File: config.mk
export PLATFORM = sky130hd
export DESIGN_NAME = csa_accum_ctrl
export DESIGN_NICKNAME = d
export VERILOG_FILES = /design/src/rtl/csa_pkg.sv /design/src/rtl/csa_3to2_eq.sv /design/src/rtl/csa_accum_ctrl.sv
export SDC_FILE = /design/constraint.sdc
export NUM_CORES = 1
export LEC_CHECK = 0
export ABC_CLOCK_PERIOD_IN_PS = 4700
export BUFFER_PORTS_ARGS = -buffer_cell sky130_fd_sc_hd__buf_2
export CAP_MARGIN = 20
export CORE_ASPECT_RATIO = 1.4
export CORE_MARGIN = 2
export CORE_UTILIZATION = 50
export DETAILED_ROUTE_END_ITERATION = 7
export GPL_ROUTABILITY_DRIVEN = 0
export PLACE_DENSITY = 0.7
export SYNTH_ARGS = -nofsm -noshare
export SYNTH_HDL_FRONTEND = slang
export SYNTH_SLANG_ARGS = --single-unit
export TNS_END_PERCENT = 30
File: constraint.sdc
create_clock -name clk -period 4.7 [get_ports clk]
set_input_delay 0.235 -clock clk [delete_from_list [all_inputs] [get_ports clk]]
set_output_delay 0.235 -clock clk [all_outputs]
set_load 0.005 [all_outputs]
File: src/rtl/csa_pkg.sv
// Shared types and defaults for the carry-save accumulator controller.
package csa_pkg;

  localparam int W_DEF       = 8;
  localparam int MAX_OPS_DEF = 16;

  typedef enum logic [1:0] {
    IDLE,
    ACCUM,
    RESOLVE,
    OUT
  } state_e;

  // Ceiling log2, used to size the accumulator so MAX_OPS full-scale operands fit.
  function automatic int clog2_ops(input int n);
    int r;
    r = 0;
    for (int i = 0; i < 32; i++) begin
      if ((64'd1 << r) < 64'(n)) r++;
    end
    return r;
  endfunction

endpackage

File: src/rtl/csa_3to2_eq.sv
// Equal-width 3:2 compressor: a + b + c == s + c_sh (mod 2^N), carry pre-shifted.
module csa_3to2_eq #(
  parameter int N = 12
) (
  input  logic [N-1:0] a_i,
  input  logic [N-1:0] b_i,
  input  logic [N-1:0] c_i,
  output logic [N-1:0] s_o,
  output logic [N-1:0] c_sh_o
);

  logic [N-1:0] maj;

  assign s_o    = a_i ^ b_i ^ c_i;
  assign maj    = (a_i & b_i) | (a_i & c_i) | (b_i & c_i);
  // The carry out of the top bit is dropped, giving modulo-2^N behaviour.
  assign c_sh_o = {maj[N-2:0], 1'b0};

endmodule

File: src/rtl/csa_accum_ctrl.sv
// Multi-operand accumulator: folds one operand per beat into carry-save form, resolves once per packet.
// Optional overflow flag output out_ovf is built when CSA_OVF_EN is defined.
module csa_accum_ctrl
  import csa_pkg::*;
#(
  parameter  int W       = W_DEF,
  parameter  int MAX_OPS = MAX_OPS_DEF,
  localparam int ACC_W   = W + clog2_ops(MAX_OPS)
) (
  input  logic             clk,
  input  logic             rst_n,
  input  logic             in_valid,
  output logic             in_ready,
  input  logic [W-1:0]     in_data,
  input  logic             in_last,
  output logic             out_valid,
  input  logic             out_ready,
  output logic [ACC_W-1:0] out_data
`ifdef CSA_OVF_EN
  ,
  output logic             out_ovf
`endif
);

  localparam int CNT_W = clog2_ops(MAX_OPS + 1);

  state_e             state_q, state_d;
  logic [ACC_W-1:0]   sum_q, sum_d;
  logic [ACC_W-1:0]   carry_q, carry_d;
  logic [CNT_W-1:0]   cnt_q, cnt_d;
  logic [ACC_W-1:0]   out_data_q, out_data_d;
  logic               out_valid_q, out_valid_d;
  logic [ACC_W-1:0]   x_ext;
  logic [ACC_W-1:0]   csa_s, csa_c;
  logic               accept;

`ifdef CSA_OVF_EN
  logic               ovf_q, ovf_d;
  logic               out_ovf_q, out_ovf_d;
`endif

  assign x_ext     = ACC_W'(in_data);
  assign in_ready  = rst_n && (state_q == IDLE || state_q == ACCUM);
  assign accept    = in_valid && in_ready;
  assign out_valid = out_valid_q;
  assign out_data  = out_data_q;
`ifdef CSA_OVF_EN
  assign out_ovf   = out_ovf_q;
`endif

  csa_3to2_eq #(.N(ACC_W)) u_csa (
    .a_i    (sum_q),
    .b_i    (carry_q),
    .c_i    (x_ext),
    .s_o    (csa_s),
    .c_sh_o (csa_c)
  );

  always_comb begin
    // NOTE: every output of this block is defaulted first so no path infers a latch.
    state_d     = state_q;
    sum_d       = sum_q;
    carry_d     = carry_q;
    cnt_d       = cnt_q;
    out_data_d  = out_data_q;
    out_valid_d = out_valid_q;
`ifdef CSA_OVF_EN
    ovf_d       = ovf_q;
    out_ovf_d   = out_ovf_q;
`endif

    unique case (state_q)
      IDLE: begin
        if (accept) begin
          sum_d   = x_ext;
          carry_d = '0;
          cnt_d   = CNT_W'(1);
`ifdef CSA_OVF_EN
          ovf_d   = 1'b0;
`endif
          state_d = in_last ? RESOLVE : ACCUM;
        end
      end
      ACCUM: begin
        if (accept) begin
          sum_d   = csa_s;
          carry_d = csa_c;
          cnt_d   = cnt_q + CNT_W'(1);
`ifdef CSA_OVF_EN
          if (cnt_q == CNT_W'(MAX_OPS)) ovf_d = 1'b1;
`endif
          if (in_last) state_d = RESOLVE;
        end
      end
      RESOLVE: begin
        out_data_d  = sum_q + carry_q;
        out_valid_d = 1'b1;
`ifdef CSA_OVF_EN
        out_ovf_d   = ovf_q;
`endif
        state_d     = OUT;
      end
      OUT: begin
        if (out_ready) begin
          out_valid_d = 1'b0;
          state_d     = IDLE;
        end
      end
      default: state_d = IDLE;
    endcase
  end

  // NOTE: state registers use non-blocking assignments so all flops update from pre-edge values.
  always_ff @(posedge clk or negedge rst_n) begin
    if (!rst_n) begin
      state_q     <= IDLE;
      sum_q       <= '0;
      carry_q     <= '0;
      cnt_q       <= '0;
      out_data_q  <= '0;
      out_valid_q <= 1'b0;
`ifdef CSA_OVF_EN
      ovf_q       <= 1'b0;
      out_ovf_q   <= 1'b0;
`endif
    end else begin
      state_q     <= state_d;
      sum_q       <= sum_d;
      carry_q     <= carry_d;
      cnt_q       <= cnt_d;
      out_data_q  <= out_data_d;
      out_valid_q <= out_valid_d;
`ifdef CSA_OVF_EN
      ovf_q       <= ovf_d;
      out_ovf_q   <= out_ovf_d;
`endif
    end
  end

endmodule

==> impl_metrics.tcl <==
set metrics [dict create \
    power_density_mw_per_mm2 631.0 \
    hpwlAfterDp_mm 3.283 \
    cts_setup_buffers 0 \
    numCtsBuffers 5 \
    wl_met2_mm 2.169 \
    met1_length_mm 2.063 \
    fin_crit_ns 2.216 \
    syn-num-nets 287 \
    p_leak_nw 1.248 \
    dr_total_vias 1799 \
    io_buffers 26 \
    hold_buffers 0 \
    yosysWarnings 0 \
    drtAntennaViolNets 0 \
    slew-limit-headroom_pct 61.02 \
    slowest_delay_ns 0.40 \
    drive_above_1_share_pct 15.52 \
    ctsResizeCount 0 \
    fp.dieH_um 85.85 \
    insertion_delay_ns 0.29 \
    synth_area_mm2 0.002392 \
    worstReg2RegStart "state_q[1]$_DFFE_PN0P_" \
    drc_errors 0 \
    path_max_fanout 47 \
    crit_start "state_q[1]$_DFFE_PN0P_" \
    drtIter0Drc 93 \
    hold_violations 0 \
    outcome "completed" \
    final_common_cell "dfrtp_1" \
    htree_levels 2 \
    synth_seq_area_share_pct 39.75 \
    die_area_mm2 0.005362 \
    grt_max_degree 48 \
    area_growth_pct 10.57 \
    dr.pass1.iters 4 \
    cap_violations 0 \
    rows 29 \
    wirelength_mm 4.476 \
    crit_top_cell "buf_4" \
    hp-class "input pin to async pin" \
    maxSlewViolCount 0 \
    rsz0062_at_grt "no" \
    cts_buffer_depth 2 \
    finalCritPeriodShare_pct 47.15 \
    setup_ws_ns 2.484 \
    grt_pass1_wl_mm 7.893 \
    io_pins 27 \
    fin_setup_tns_ns 0 \
    cp-start-kind "flip-flop" \
    endpoint_kind "flip-flop" \
    path_cells "inv_1 -> ha_1 -> buf_4 -> o211ai_1 -> buf_4 -> o22a_1 -> a21oi_2 -> mux2_2" \
    viasPerCell 5.307 \
    cts_tree "done" \
    critPathRequiredTime_ns 4.87 \
    path_class "flip-flop to flip-flop" \
    synth.distinct_cells 47 \
    synth_seq_cells 38 \
    root_buffer "clkbuf_8" \
    fin_nets 313 \
    final_cell_mix "dfrtp_1, nand2_1, inv_1, buf_2, o21ai_0" \
    clkTransAtPathRegs_ns 0.07 \
    core_mm2 0.004572 \
    synth_ff_type "dfrtp_1" \
    grt_overflow 0 \
    start_util_pct 52.33 \
    synth_edf_count 0 \
    timing.fmax_mhz 451.2 \
    diodes 0 \
    worstMarginPinSlew_ns 0.5848 \
    syn_inst 251 \
    grt_pass1_vias 1802 \
    cts.sink_count 38 \
    top_layer_used "met4" \
    antenna_found_initial 0 \
    wl_met3_um 174 \
    wl_per_cell_um 13.20 \
    rrSetupSlack_ns 2.48 \
    die_w_um 62.46 \
    worst_ep_arrival_time_ns 2.38 \
    ir_worst_vdd_mv 0.3689 \
    track_usage_pct 18.46 \
    fin_worst_hold_slack_ns 0.009574 \
    fill_cells 438 \
    setup_viol 0 \
    skew_ns 0.007751 \
    async_reset_ff_share_pct 100.0 \
    syn_avg_cell_area_um2 9.531 \
    place_worst_setup_slack_ns 2.486 \
    cpMaxStageDelayCell "dfrtp_1" \
]
where the power goes:
part	switching [mW]	internal (mW)
Clock	0.106	0.102
Sequential	0.0742	0.445
Combinational	0.543	0.399
critical path, delay by kind of cell (launching register included):
kind	cells	cell delay, ns
AO/OA/AOI/OAI	3	0.50
flip-flops	1	0.40
adder cells (fa/ha/maj)	1	0.15
multiplexers	1	0.35
buffers and inverters	3	0.70
state kept, by name, indices dropped and copies added (netlist names):
signal and count:
out_data 12, state_q 2, carry_q 11, sum_q 12, out_valid 1
metrics by stage:
stage | area [um2] | power, mW | instances | utilization, %
after floorplan | 2392 | 1.239 | 251 | -
after global placement | 2569 | 1.437 | 332 | 56.18
after detailed placement | 2569 | 1.465 | 332 | 56.18
after CTS | 2645 | 1.683 | 339 | 57.85
after global routing | 2645 | 1.828 | 339 | 57.85
final | 2645 | 1.669 | 339 | 57.85
worst paths after layout:
| path | depth (start not counted) | to |
|---|---|---|
| worst max-delay path | 8 | state_q[0]$_DFFE_PN0P_ |
| worst min-delay path | 2 | out_data[7]$_DFFE_PN0P_ |
| worst max register to register | 8 | state_q[0]$_DFFE_PN0P_ |
| worst min register to register | 2 | out_data[9]$_DFFE_PN0P_ |
| max in group asynchronous | 2 | sum_q[7]$_DFFE_PN0P_ |
| min in group clk | 3 | out_valid$_DFFE_PN0P_ |
layout make-up:
type,count,area [um2],share of cell area [%]
inverters,29,108.9,4.115
repair buffers,29,152.6,5.771
well taps,62,77.57,2.933
flip-flops and latches,38,950.9,35.95
clock buffers,7,76.32,2.886
multi-input cells,174,1279,48.34
per-layer routing:
layer	vias to the layer above	GRT usage, %
met5	-	0
met4	0	8.485
met3	6	3.543
met2	41	31.57
met1	836	22.61
li1	916	-
cells by family after synthesis:
kind of cell	synth area share, %
xor+xnor	0.3662
mux	6.485
simple gates	13.23
compound gates	18.83
flops	39.75
buf+inv	6.798
fa+ha+maj	14.54
synthesized netlist by cell type (2+ instances only):
library cell  count  area (um2)
inv_1            29       108.9
o21ai_0          18       90.09
mux2_2            4       45.04
o211ai_1          2       15.01
buf_2             7       35.03
and3_1            3       18.77
mux2i_1          11       110.1
o2bb2ai_1         2       17.52
nor2_1           14       52.55
o31ai_1           3       22.52
nand2_1          31       116.4
ha_1             15       187.7
a2111o_1          2       22.52
o21ai_1           3       15.01
nor3_1            4       20.02
o311ai_0          2       17.52
a21o_1            2       15.01
a21oi_1          14       70.07
fa_1              8       160.2
nand3_1           2       10.01
dfrtp_1          38       950.9
nand2b_1          9       56.30
a211oi_1          4       30.03
(Power assumes the default switching activity.)
